### src/rtl/mbinit_pkg.sv
// Shared constants and types for the MBINIT.REPAIRMB lane-repair controller.
package mbinit_pkg;

  localparam logic [3:0] MSG_START_REQ          = 4'b0001;
  localparam logic [3:0] MSG_START_RESP         = 4'b0010;
  localparam logic [3:0] MSG_END_REQ            = 4'b0011;
  localparam logic [3:0] MSG_END_RESP           = 4'b0100;
  localparam logic [3:0] MSG_APPLY_DEGRADE_REQ  = 4'b0101;
  localparam logic [3:0] MSG_APPLY_DEGRADE_RESP = 4'b0110;

  localparam logic [1:0] LANES_ALL  = 2'b11;
  localparam logic [1:0] LANES_LOW  = 2'b01;
  localparam logic [1:0] LANES_HIGH = 2'b10;
  localparam logic [1:0] LANES_NONE = 2'b00;

  localparam logic [1:0] ERR_NONE     = 2'b00;
  localparam logic [1:0] ERR_TIMEOUT  = 2'b01;
  localparam logic [1:0] ERR_NO_LANES = 2'b10;

  typedef enum logic [3:0] {
    StIdle,
    StStartReq,
    StWStart,
    StD2c,
    StEval,
    StDegReq,
    StWDeg,
    StEndReq,
    StWEnd,
    StDone,
    StError
  } repair_state_e;

  // Response code owed to the partner for a received request; 0 if not a request.
  function automatic logic [3:0] resp_for(input logic [3:0] msg);
    unique case (msg)
      MSG_START_REQ:         resp_for = MSG_START_RESP;
      MSG_APPLY_DEGRADE_REQ: resp_for = MSG_APPLY_DEGRADE_RESP;
      MSG_END_REQ:           resp_for = MSG_END_RESP;
      default:               resp_for = 4'b0000;
    endcase
  endfunction

endpackage

### src/rtl/mbinit_repair_ctrl_if.sv
// Sideband, D2C and status signals between the REPAIRMB controller and its environment.
interface mbinit_repair_ctrl_if #(
  parameter int unsigned NUM_LANES = 16
);
  logic                 i_enable;
  logic                 i_sb_busy;
  logic                 i_rx_valid;
  logic [3:0]           i_rx_msg;
  logic [2:0]           i_rx_info;
  logic                 i_d2c_done;
  logic [NUM_LANES-1:0] i_d2c_result;
  logic                 o_tx_valid;
  logic [3:0]           o_tx_msg;
  logic [2:0]           o_tx_info;
  logic                 o_d2c_en;
  logic                 o_d2c_perlane;
  logic [1:0]           o_functional_lanes;
  logic [1:0]           o_partner_lanes;
  logic                 o_done;
  logic                 o_error;
  logic [1:0]           o_error_code;

  // Controller side.
  modport master (
    input  i_enable, i_sb_busy, i_rx_valid, i_rx_msg, i_rx_info, i_d2c_done, i_d2c_result,
    output o_tx_valid, o_tx_msg, o_tx_info, o_d2c_en, o_d2c_perlane, o_functional_lanes,
           o_partner_lanes, o_done, o_error, o_error_code
  );

  // Environment side (LTSM, sideband, D2C engine).
  modport slave (
    output i_enable, i_sb_busy, i_rx_valid, i_rx_msg, i_rx_info, i_d2c_done, i_d2c_result,
    input  o_tx_valid, o_tx_msg, o_tx_info, o_d2c_en, o_d2c_perlane, o_functional_lanes,
           o_partner_lanes, o_done, o_error, o_error_code
  );
endinterface

### src/rtl/repair_lane_encoder.sv
// Maps per-lane D2C pass/fail results to the functional-lane code (full, low half, high half).
module repair_lane_encoder
  import mbinit_pkg::*;
#(
  parameter int unsigned NUM_LANES = 16
) (
  input  logic [NUM_LANES-1:0] result_i,
  output logic [1:0]           code_o
);

  always_comb begin
    if (&result_i) begin
      code_o = LANES_ALL;
    end else if (&result_i[NUM_LANES/2-1:0]) begin
      code_o = LANES_LOW;
    end else if (&result_i[NUM_LANES-1:NUM_LANES/2]) begin
      code_o = LANES_HIGH;
    end else begin
      code_o = LANES_NONE;
    end
  end

endmodule

### src/rtl/mbinit_repair_ctrl.sv
// MBINIT.REPAIRMB controller: request sequencing with timeout/retry, partner responder,
// and lane-code publication for width degrade.
module mbinit_repair_ctrl
  import mbinit_pkg::*;
#(
  parameter int unsigned NUM_LANES      = 16,
  parameter int unsigned TIMEOUT_CYCLES = 1024,
  parameter int unsigned MAX_RETRY      = 2
) (
  input  logic                 CLK,
  input  logic                 rst_n,
  mbinit_repair_ctrl_if.master bus
);

  localparam int unsigned       TimerW    = $clog2(TIMEOUT_CYCLES + 1);
  localparam int unsigned       RetryW    = $clog2(MAX_RETRY + 2);
  localparam logic [TimerW-1:0] TimerLast = TimerW'(TIMEOUT_CYCLES - 1);
  localparam logic [RetryW-1:0] RetryMax  = RetryW'(MAX_RETRY);

  repair_state_e        state_q, state_d;
  logic [TimerW-1:0]    timer_q, timer_d;
  logic [RetryW-1:0]    retry_q, retry_d;
  logic                 pend_valid_q, pend_valid_d;
  logic [3:0]           pend_msg_q, pend_msg_d;
  logic [NUM_LANES-1:0] result_q, result_d;
  logic [1:0]           func_q, func_d;
  logic [1:0]           partner_q, partner_d;
  logic [1:0]           err_code_q, err_code_d;
  logic                 tx_valid_q, tx_valid_d;
  logic [3:0]           tx_msg_q, tx_msg_d;
  logic [2:0]           tx_info_q, tx_info_d;
  logic                 d2c_en_q, d2c_en_d;
  logic                 done_q, done_d;
  logic                 error_q, error_d;

  logic [1:0]    enc_code;
  logic          rx_valid;
  logic          local_ok;
  logic [3:0]    w_resp;
  logic [3:0]    w_req;
  logic [2:0]    w_info;
  repair_state_e w_next;
  logic          unused_rx_info;

  assign unused_rx_info = bus.i_rx_info[2];

  repair_lane_encoder #(
    .NUM_LANES(NUM_LANES)
  ) u_lane_encoder (
    .result_i(result_q),
    .code_o  (enc_code)
  );

  always_comb begin
    state_d      = state_q;
    timer_d      = timer_q;
    retry_d      = retry_q;
    pend_valid_d = pend_valid_q;
    pend_msg_d   = pend_msg_q;
    result_d     = result_q;
    func_d       = func_q;
    partner_d    = partner_q;
    err_code_d   = err_code_q;
    tx_valid_d   = 1'b0;
    tx_msg_d     = 4'b0000;
    tx_info_d    = 3'b000;

    rx_valid = bus.i_rx_valid && (state_q != StIdle);
    // A pending response owns the sideband; local requests wait behind it.
    local_ok = !bus.i_sb_busy && !pend_valid_q;

    w_resp = MSG_START_RESP;
    w_req  = MSG_START_REQ;
    w_info = 3'b000;
    w_next = StD2c;
    if (state_q == StWDeg) begin
      w_resp = MSG_APPLY_DEGRADE_RESP;
      w_req  = MSG_APPLY_DEGRADE_REQ;
      w_info = {1'b0, func_q};
      w_next = StEndReq;
    end else if (state_q == StWEnd) begin
      w_resp = MSG_END_RESP;
      w_req  = MSG_END_REQ;
      w_next = StDone;
    end

    if (pend_valid_q && !bus.i_sb_busy) begin
      tx_valid_d   = 1'b1;
      tx_msg_d     = pend_msg_q;
      pend_valid_d = 1'b0;
    end

    unique case (state_q)
      StIdle: begin
        if (bus.i_enable) state_d = StStartReq;
      end
      StStartReq, StDegReq, StEndReq: begin
        if (local_ok) begin
          tx_valid_d = 1'b1;
          timer_d    = '0;
          retry_d    = '0;
          if (state_q == StStartReq) begin
            tx_msg_d = MSG_START_REQ;
            state_d  = StWStart;
          end else if (state_q == StDegReq) begin
            tx_msg_d  = MSG_APPLY_DEGRADE_REQ;
            tx_info_d = {1'b0, func_q};
            state_d   = StWDeg;
          end else begin
            tx_msg_d = MSG_END_REQ;
            state_d  = StWEnd;
          end
        end
      end
      StWStart, StWDeg, StWEnd: begin
        if (rx_valid && bus.i_rx_msg == w_resp) begin
          state_d = w_next;
        end else if (timer_q == TimerLast) begin
          if (retry_q < RetryMax) begin
            // Timer stays saturated while the resend is blocked by busy or a response.
            if (local_ok) begin
              tx_valid_d = 1'b1;
              tx_msg_d   = w_req;
              tx_info_d  = w_info;
              timer_d    = '0;
              retry_d    = retry_q + 1'b1;
            end
          end else begin
            state_d    = StError;
            err_code_d = ERR_TIMEOUT;
          end
        end else begin
          timer_d = timer_q + 1'b1;
        end
      end
      StD2c: begin
        if (bus.i_d2c_done) begin
          result_d = bus.i_d2c_result;
          state_d  = StEval;
        end
      end
      StEval: begin
        func_d = enc_code;
        if (enc_code == LANES_NONE) begin
          state_d    = StError;
          err_code_d = ERR_NO_LANES;
        end else begin
          state_d = StDegReq;
        end
      end
      StDone, StError: ;
      default: state_d = StIdle;
    endcase

    // A newer partner request overwrites any unsent response.
    if (rx_valid && resp_for(bus.i_rx_msg) != 4'b0000) begin
      pend_valid_d = 1'b1;
      pend_msg_d   = resp_for(bus.i_rx_msg);
      if (bus.i_rx_msg == MSG_APPLY_DEGRADE_REQ) partner_d = bus.i_rx_info[1:0];
    end

    if (!bus.i_enable) begin
      state_d      = StIdle;
      timer_d      = '0;
      retry_d      = '0;
      pend_valid_d = 1'b0;
      err_code_d   = ERR_NONE;
      tx_valid_d   = 1'b0;
      tx_msg_d     = 4'b0000;
      tx_info_d    = 3'b000;
    end

    d2c_en_d = (state_d == StD2c);
    done_d   = (state_d == StDone);
    error_d  = (state_d == StError);
  end

  always_ff @(posedge CLK or negedge rst_n) begin
    if (!rst_n) begin
      state_q      <= StIdle;
      timer_q      <= '0;
      retry_q      <= '0;
      pend_valid_q <= 1'b0;
      pend_msg_q   <= 4'b0000;
      result_q     <= '0;
      func_q       <= LANES_ALL;
      partner_q    <= LANES_ALL;
      err_code_q   <= ERR_NONE;
      tx_valid_q   <= 1'b0;
      tx_msg_q     <= 4'b0000;
      tx_info_q    <= 3'b000;
      d2c_en_q     <= 1'b0;
      done_q       <= 1'b0;
      error_q      <= 1'b0;
    end else begin
      state_q      <= state_d;
      timer_q      <= timer_d;
      retry_q      <= retry_d;
      pend_valid_q <= pend_valid_d;
      pend_msg_q   <= pend_msg_d;
      result_q     <= result_d;
      func_q       <= func_d;
      partner_q    <= partner_d;
      err_code_q   <= err_code_d;
      tx_valid_q   <= tx_valid_d;
      tx_msg_q     <= tx_msg_d;
      tx_info_q    <= tx_info_d;
      d2c_en_q     <= d2c_en_d;
      done_q       <= done_d;
      error_q      <= error_d;
    end
  end

  assign bus.o_tx_valid         = tx_valid_q;
  assign bus.o_tx_msg           = tx_msg_q;
  assign bus.o_tx_info          = tx_info_q;
  assign bus.o_d2c_en           = d2c_en_q;
  assign bus.o_d2c_perlane      = d2c_en_q;
  assign bus.o_functional_lanes = func_q;
  assign bus.o_partner_lanes    = partner_q;
  assign bus.o_done             = done_q;
  assign bus.o_error            = error_q;
  assign bus.o_error_code       = err_code_q;

endmodule

### src/flat_wrapper.sv
// flat-port wrapper written by rule: the top's interface ports become plain ports
module mbinit_repair_ctrl_flat import mbinit_pkg::*;
#(
  parameter int unsigned NUM_LANES      = 16,
  parameter int unsigned TIMEOUT_CYCLES = 1024,
  parameter int unsigned MAX_RETRY      = 2
)
  (CLK, rst_n, bus_i_enable, bus_i_sb_busy, bus_i_rx_valid, bus_i_rx_msg, bus_i_rx_info, bus_i_d2c_done, bus_i_d2c_result, bus_o_tx_valid, bus_o_tx_msg, bus_o_tx_info, bus_o_d2c_en, bus_o_d2c_perlane, bus_o_functional_lanes, bus_o_partner_lanes, bus_o_done, bus_o_error, bus_o_error_code);
  mbinit_repair_ctrl_if #(.NUM_LANES(NUM_LANES)) bus_i ();
  input  logic CLK;
  input  logic rst_n;
  input wire logic [$bits(bus_i.i_enable)-1:0] bus_i_enable;
  input wire logic [$bits(bus_i.i_sb_busy)-1:0] bus_i_sb_busy;
  input wire logic [$bits(bus_i.i_rx_valid)-1:0] bus_i_rx_valid;
  input wire logic [$bits(bus_i.i_rx_msg)-1:0] bus_i_rx_msg;
  input wire logic [$bits(bus_i.i_rx_info)-1:0] bus_i_rx_info;
  input wire logic [$bits(bus_i.i_d2c_done)-1:0] bus_i_d2c_done;
  input wire logic [$bits(bus_i.i_d2c_result)-1:0] bus_i_d2c_result;
  output wire logic [$bits(bus_i.o_tx_valid)-1:0] bus_o_tx_valid;
  output wire logic [$bits(bus_i.o_tx_msg)-1:0] bus_o_tx_msg;
  output wire logic [$bits(bus_i.o_tx_info)-1:0] bus_o_tx_info;
  output wire logic [$bits(bus_i.o_d2c_en)-1:0] bus_o_d2c_en;
  output wire logic [$bits(bus_i.o_d2c_perlane)-1:0] bus_o_d2c_perlane;
  output wire logic [$bits(bus_i.o_functional_lanes)-1:0] bus_o_functional_lanes;
  output wire logic [$bits(bus_i.o_partner_lanes)-1:0] bus_o_partner_lanes;
  output wire logic [$bits(bus_i.o_done)-1:0] bus_o_done;
  output wire logic [$bits(bus_i.o_error)-1:0] bus_o_error;
  output wire logic [$bits(bus_i.o_error_code)-1:0] bus_o_error_code;
  assign bus_i.i_enable = bus_i_enable;
  assign bus_i.i_sb_busy = bus_i_sb_busy;
  assign bus_i.i_rx_valid = bus_i_rx_valid;
  assign bus_i.i_rx_msg = bus_i_rx_msg;
  assign bus_i.i_rx_info = bus_i_rx_info;
  assign bus_i.i_d2c_done = bus_i_d2c_done;
  assign bus_i.i_d2c_result = bus_i_d2c_result;
  assign bus_o_tx_valid = bus_i.o_tx_valid;
  assign bus_o_tx_msg = bus_i.o_tx_msg;
  assign bus_o_tx_info = bus_i.o_tx_info;
  assign bus_o_d2c_en = bus_i.o_d2c_en;
  assign bus_o_d2c_perlane = bus_i.o_d2c_perlane;
  assign bus_o_functional_lanes = bus_i.o_functional_lanes;
  assign bus_o_partner_lanes = bus_i.o_partner_lanes;
  assign bus_o_done = bus_i.o_done;
  assign bus_o_error = bus_i.o_error;
  assign bus_o_error_code = bus_i.o_error_code;
  mbinit_repair_ctrl #(.NUM_LANES(NUM_LANES), .TIMEOUT_CYCLES(TIMEOUT_CYCLES), .MAX_RETRY(MAX_RETRY)) u_core (.CLK(CLK), .rst_n(rst_n), .bus(bus_i));
endmodule
### config.mk
export PLATFORM = sky130hd
export DESIGN_NAME = mbinit_repair_ctrl_flat
export DESIGN_NICKNAME = d
export VERILOG_FILES = /design/src/rtl/mbinit_pkg.sv /design/src/rtl/mbinit_repair_ctrl_if.sv /design/src/rtl/repair_lane_encoder.sv /design/src/rtl/mbinit_repair_ctrl.sv /design/src/flat_wrapper.sv
export SDC_FILE = /design/constraint.sdc
export NUM_CORES = 1
export LEC_CHECK = 0
export ABC_AREA = 1
export BUFFER_PORTS_ARGS = -buffer_cell sky130_fd_sc_hd__buf_2
export CORE_MARGIN = 2
export CORE_UTILIZATION = 25
export CTS_CLUSTER_SIZE = 8
export DETAILED_ROUTE_END_ITERATION = 7
export HOLD_SLACK_MARGIN = 0.03
export PLACE_DENSITY = 0.48
export SLEW_MARGIN = 20
export SYNTH_ARGS = -nofsm -noshare
export SYNTH_HDL_FRONTEND = slang
export SYNTH_HIERARCHICAL = 1
export SYNTH_SLANG_ARGS = --single-unit
### constraint.sdc
create_clock -name CLK -period 1.8 [get_ports CLK]
set_clock_uncertainty 0.1 [all_clocks]
set_input_delay 0.18 -clock CLK [delete_from_list [all_inputs] [get_ports CLK]]
set_output_delay 0.18 -clock CLK [all_outputs]
set_load 0.02 [all_outputs]
==> Word-level counts from Yosys, hierarchy flattened <==
Index checks and enable logic that the tools add are counted.
{ "word_totals": {"register_bits": 55, "output_inout_bits": 18} }
{ "classes": {"n_addsub": 2, "reduce_logical": 22, "eq_ne": 29, "muxes": 69, "magnitude_cmp": 1} }
{ "op_table": {"columns": ["op", "n"], "rows": [
  ["$mux 4", 21],
  ["$mux 11", 5],
  ["$mux 2", 17],
  ["$mux 3", 9],
  ["$pmux 4 s6", 1],
  ["$pmux 11 s2", 1],
  ["$eq 4x3->1 const B", 5],
  ["$eq 4x4->1 const B", 5],
  ["$eq 4x2->1 const B", 4],
  ["$reduce_and 16->1", 1],
  ["$reduce_and 8->1", 2],
  ["$ne 3x2->1 const B", 5],
  ["$add 11x1->11 const B", 1],
  ["$eq 11x10->1 const B", 1],
  ["$mux 1", 9],
  ["$ne 3x1->1 const B", 3],
  ["$pmux 3 s3", 1],
  ["$eq 4x1->1 const B", 2],
  ["$pmux 2 s2", 2],
  ["$pmux 4 s2", 1],
  ["$reduce_bool 4->1", 2],
  ["$ne 3x3->1 const B", 2],
  ["$pmux 3 s2", 1],
  ["$reduce_and 6->1", 1],
  ["14 further kinds", 21]
]} }

==> Longest topological paths before layout <==
{ "depth": {"word_depth": 9, "ltp_mapped": 13} }

==> Cells and area by module <==
The synthesis kept the hierarchy.
{ "modules_own_cells": {"columns": ["module", "seq_area_each_um2", "instances", "cells_each", "area_per_inst_um2"], "rows": [
  ["mbinit_repair_ctrl", 1281.2, 1, 356, 2882.8],
  ["repair_lane_encoder", 0.0, 1, 22, 82.6]
]} }

==> Worst setup path after synthesis <==
OpenSTA, ideal clock, no wires.
{ "synth_timing": {"path_type": "reg2reg", "start": "register u_core.state_q[0]", "end": "register u_core.timer_q[0]", "required_time_ns": 1.581, "setup_time_ns": 0.119, "slack_ns": 0.074, "path_stages_with_launch": 10, "arrival_time_ns": 1.507, "period_less_slack_ns": 1.726, "cell_sequence": "dfrtp_1 -> buf_4 -> nor2_2 -> nand2_2 -> nand2_4 -> nor2_2 -> a21oi_2 -> nand2_4 -> buf_6 -> o21a_1"} }
{ "synth_between": {"elab_chain_cells": 7, "elab_cells_between_ends": 20} }
{ "synth_lines": {"columns": ["item", "line_no", "rtl"], "rows": [
  ["start, declared", "mbinit_repair_ctrl.sv:20", "repair_state_e state_q, state_d;"],
  ["start signal, assigned", "mbinit_repair_ctrl.sv:180", "state_q <= StIdle;"],
  ["start signal, assigned", "mbinit_repair_ctrl.sv:196", "state_q <= state_d;"],
  ["$eq 4x4->1", "mbinit_repair_ctrl.sv:81, mbinit_repair_ctrl.sv:93", null],
  ["$mux 3", "mbinit_repair_ctrl.sv:81", "end else if (state_q == StWEnd) begin"],
  ["$mux 4", "mbinit_repair_ctrl.sv:76", "if (state_q == StWDeg) begin"],
  ["$eq 4x4->1", "mbinit_repair_ctrl.sv:116", "if (rx_valid && bus.i_rx_msg == w_resp) begin"],
  ["$logic_and 1x1->1", "mbinit_repair_ctrl.sv:116", null],
  ["$ne 3x3->1 (no line)", null, null],
  ["$reduce_and 3->1 (no line)", null, null],
  ["end signal, assigned", "mbinit_repair_ctrl.sv:197", "timer_q <= timer_d;"],
  ["end, declared", "mbinit_repair_ctrl.sv:21", "logic [TimerW-1:0] timer_q, timer_d;"]
]} }
Several ways; a longest one is shown, not always the timed one.
A chain may end at the register's enable or synchronous reset.

==> Worst setup path in the final report <==
{ "layout_timing": {"start": "register u_core.timer_q[1]", "end": "register u_core.timer_q[9]"} }
{ "layout_between": {"elab_chain_cells": 5, "elab_cells_between_ends": 8} }
{ "layout_lines": {"columns": ["item", "line_no", "rtl"], "rows": [
  ["$add 11x1->11 or $eq 11x10->1 (tied branches)", "mbinit_repair_ctrl.sv:133, mbinit_repair_ctrl.sv:118", null],
  ["$mux 11", "mbinit_repair_ctrl.sv:118", "end else if (timer_q == TimerLast) begin"],
  ["$mux 11", "mbinit_repair_ctrl.sv:116", null],
  ["$pmux 11 s2", "mbinit_repair_ctrl.sv:93", "unique case (state_q)"],
  ["$mux 11", "mbinit_repair_ctrl.sv:162", "if (!bus.i_enable) begin"]
]} }
Several ways; a longest one is shown, not always the timed one. The select of a mux whose other input is x is not followed.

==> flow_metrics.py <==
metrics = {
    "setup_path": {
        "critPathSlowestCell": "dfrtp_1",
        "crit_type": "reg2reg",
        "crit_path_max_fanout": 5,
        "cp.required_ns": 1.92,
        "path_cells": "ha_2, nand2_4, nor2_4, buf_4, nand3_4, nor3_4, a21oi_4, nand3_2, o21ai_0",
        "max_stage_delay_ns": 0.39,
        "arrival_ns": 1.93,
        "end_kind": "register",
        "start_kind": "register",
    },
    "die": {
        "core_um2": 11520,
        "die_area_um2": 12750,
        "die-height_um": 112.9,
        "die-width_um": 112.9,
        "rows": 39,
        "top_level_ports": 47,
        "initial_core_util": 0.2575,
    },
    "routing": {
        "ant_nets": 0,
        "drtPass1Iterations": 7,
        "routed_via_density": 4.463,
        "wl_per_cell_um": 12.32,
        "vias": 2852,
        "first_iter_violations": 98,
        "wl_mm": 7.870,
        "drc": 2,
    },
    "synthesis": {
        "synth.distinct_cells": 40,
        "ys_warn_count": 6,
        "ys_ff_latch": 51,
        "netlist_instances": 378,
        "dominantRegCellSynth": "dfrtp_1",
        "synth_area_per_cell_um2": 7.845,
        "ys_async_sr_fraction": 1.000,
        "synth_area_um2": 2965,
        "yosysSeqAreaShare": 0.4321,
        "synth_edf_count": 0,
    },
    "timing": {
        "slew_viol_final": 0,
        "rsz0062_at_grt": "true",
        "finalSetupTns_ns": -0.08724,
        "post-route-period-util": 1.010,
        "hold_viol": 0,
        "setup_viol": 9,
        "fin_crit_ns": 1.817,
        "clock.fmax_ghz": 0.5502,
        "timing.final.ws_setup_ns": -0.01742,
    },
    "global_route": {
        "track_usage": 0.1266,
        "grt_antenna_before_repair": 0,
        "grt_pass1_wl_mm": 13.09,
        "first_global_vias": 2825,
        "grt_max_degree": 20,
        "grt_overflow": 0,
    },
    "clock_network": {
        "clk_latency_ns": 0.30,
        "cts_root_buf": "clkbuf_16",
        "clock_path_buffers": 2,
        "cts_tree": "done",
        "clk_pin_slew_worst_paths_ns": 0.08,
        "htreeDepth": 2,
        "tritoncts_num_sinks": 51,
        "cts_made_buffers": 5,
    },
    "place": {
        "port_buffers": 43,
        "numPlacedInstances": 600,
        "dp_hpwl_mm": 5.835,
        "place_congestion": 0.8895,
    },
    "outcome": {
        "status": "complete, but fails checks",
        "violations": "design-rule violations, negative setup slack",
    },
    "finish": {
        "syn_to_final_growth_pct": 48.57,
        "n_antenna_cell": 0,
        "final_net_count": 525,
        "layout-drive-gt1-share": 0.4194,
        "final_cells": 639,
    },
    "power_and_ir_drop": {
        "power_uw": 3917,
        "p_per_area_nw_per_um2": 889.1,
        "vdd_drop_max_uv": 449.7,
        "p_leak_uw": 0.002205,
    },
    "hold_path": {
        "hold_class": "in2reg",
    },
    "run": {
        "drv_cap": 0,
    },
}
-- worst max-delay path, delay by kind of cell (launching register included) --
family / cells / cell delay (ns)
and+or+nand+nor: 5 / 0.45
AOI/OAI and AO/OA: 2 / 0.44
DFF: 1 / 0.39
adders and majority gates: 1 / 0.21
buffers and inverters: 1 / 0.14
-- final timing paths --
path	end	cells past startpoint	slack, ns	startpoint
setup / recovery	u_core/timer_q[9]	9	-0.02	u_core/timer_q[1]
hold / removal	u_core/result_q[11]	2	0.03	bus_i_d2c_result[11]
setup reg to reg	u_core/timer_q[9]	9	-0.02	u_core/timer_q[1]
hold reg to reg	u_core/bus.o_functional_lanes[1]	2	0.38	u_core/bus.o_functional_lanes[1]
max in group asynchronous	u_core/state_q[2]	3	0.71	rst_n
min in group asynchronous	u_core/bus.o_tx_msg[2]	2	0.25	rst_n
-- stage by stage --
stage / setup slack, ns / hold slack, ns / util / area (um2)
after global placement: -0.04249 / 0.03686 / 0.3168 / 3649
after floorplan: 0.07421 / -0.2156 / - / 2969
after detailed placement: -0.08626 / 0.04304 / 0.3168 / 3649
after CTS: -0.0007028 / 0.03255 / 0.3538 / 4074
final: -0.01742 / 0.03311 / 0.3826 / 4405
after global routing: -0.1526 / 0.04166 / 0.3826 / 4405
-- synthesized netlist by cell type, types with 4 or more instances --
master,number,area [um2]
nor2_2,4,25.02
nor3_1,4,20.02
inv_1,39,146.4
buf_4,5,37.54
nor2_1,43,161.4
nand4_1,5,31.28
nand2_1,94,352.8
mux2_2,18,202.7
a21oi_1,13,65.06
nand2_2,8,50.05
dfrtp_1,47,1176
dfstp_2,4,105.1
o21ai_1,7,35.03
o21ai_0,17,85.08
nand3_1,23,115.1
xor2_1,4,35.03
-- layer usage --
| layer | wire, um | track usage |
|---|---|---|
| met1 | 3438 | 0.1594 |
| met2 | 3960 | 0.2177 |
| met3 | 328 | 0.02732 |
| met4 | 143 | 0.03984 |
| met5 | 0 | 0 |
-- final cells by class --
cell class / count / area [um2]
fill: 1192 / 7111
tap: 143 / 178.9
clock buffer: 5 / 125.1
inverter: 43 / 168.9
clock inverter: 3 / 43.79
multi-input combinational: 276 / 1739
sequential: 51 / 1286
timing repair buffer: 118 / 863.3
-- power breakdown --
part / switching, uW / leakage (uW) / internal (uW) / total (uW)
registers: 129 / 0.000668 / 1410 / 1540
clock network: 440 / 0.0000838 / 657 / 1100
logic: 682 / 0.00145 / 598 / 1280
-- cell families after synthesis --
| logic type | count (synthesis) | synth area share |
|---|---|---|
| multiplexers | 18 | 0.06835 |
| flip-flops | 51 | 0.4321 |
| buffers and inverters | 53 | 0.07637 |
| adder cells (fa/ha/maj) | 1 | 0.004219 |
| other | 1 | 0.001265 |
| AO/OA/AOI/OAI | 56 | 0.1101 |
| AND/OR/NAND/NOR | 193 | 0.2928 |
| XOR/XNOR | 5 | 0.01477 |
-- layout by cell type (no fill, tap or decap), types with 3 or more instances in the layout --
cell           netlist  layout
o21ai_0             17      10
nor2_2               4       7
a21oi_2              2       4
nand3_1             23      19
nand3_2              3       4
clkbuf_16            0       5
nand2_4              3      10
or2_2                3       3
dfrtp_2              0       4
nor2_1              43      35
buf_4                5      51
o21ai_2              1       6
inv_1               39      38
dfstp_2              4       4
a21oi_1             13      10
buf_6                1       4
buf_2                1      43
nor2_4               2       7
nand2_2              8      15
o21ai_1              7       8
dfrtp_1             47      43
nand4_1              5       5
mux2_2              18      18
nand2_1             94      79
xor2_1               4       4
a31oi_1              3       3
inv_2                3       3
nand3_4              0       3
dlygate4sd3_1        0      18
o21a_1               3       3
-- repair_timing --
action | 4_1_cts | 5_1_grt
endpoints found under the hold margin | 29 | 0
gates cloned | 0 | 1
resized for setup | 20 | 64
hold buffers | 18 | 0
pin swaps | 3 | 23
endpoints found under the setup margin | 18 | 28
buffers inserted | 1 | 11
-- registers in the layout, indices dropped and copies added (netlist names) --
register / cells
u_core/bus.o_functional_lanes: 2
u_core/bus.o_tx_info: 2
u_core/bus.o_error_code: 2
u_core/bus.o_tx_msg: 3
u_core/pend_msg_q: 2
u_core/timer_q: 11
u_core/bus.o_done: 1
u_core/bus.o_d2c_en: 1
u_core/result_q: 16
u_core/bus.o_error: 1
u_core/bus.o_partner_lanes: 2
u_core/bus.o_tx_valid: 1
u_core/pend_valid_q: 1
u_core/state_q: 4
u_core/retry_q: 2
Note: power is estimated with default switching activity, not from simulation.
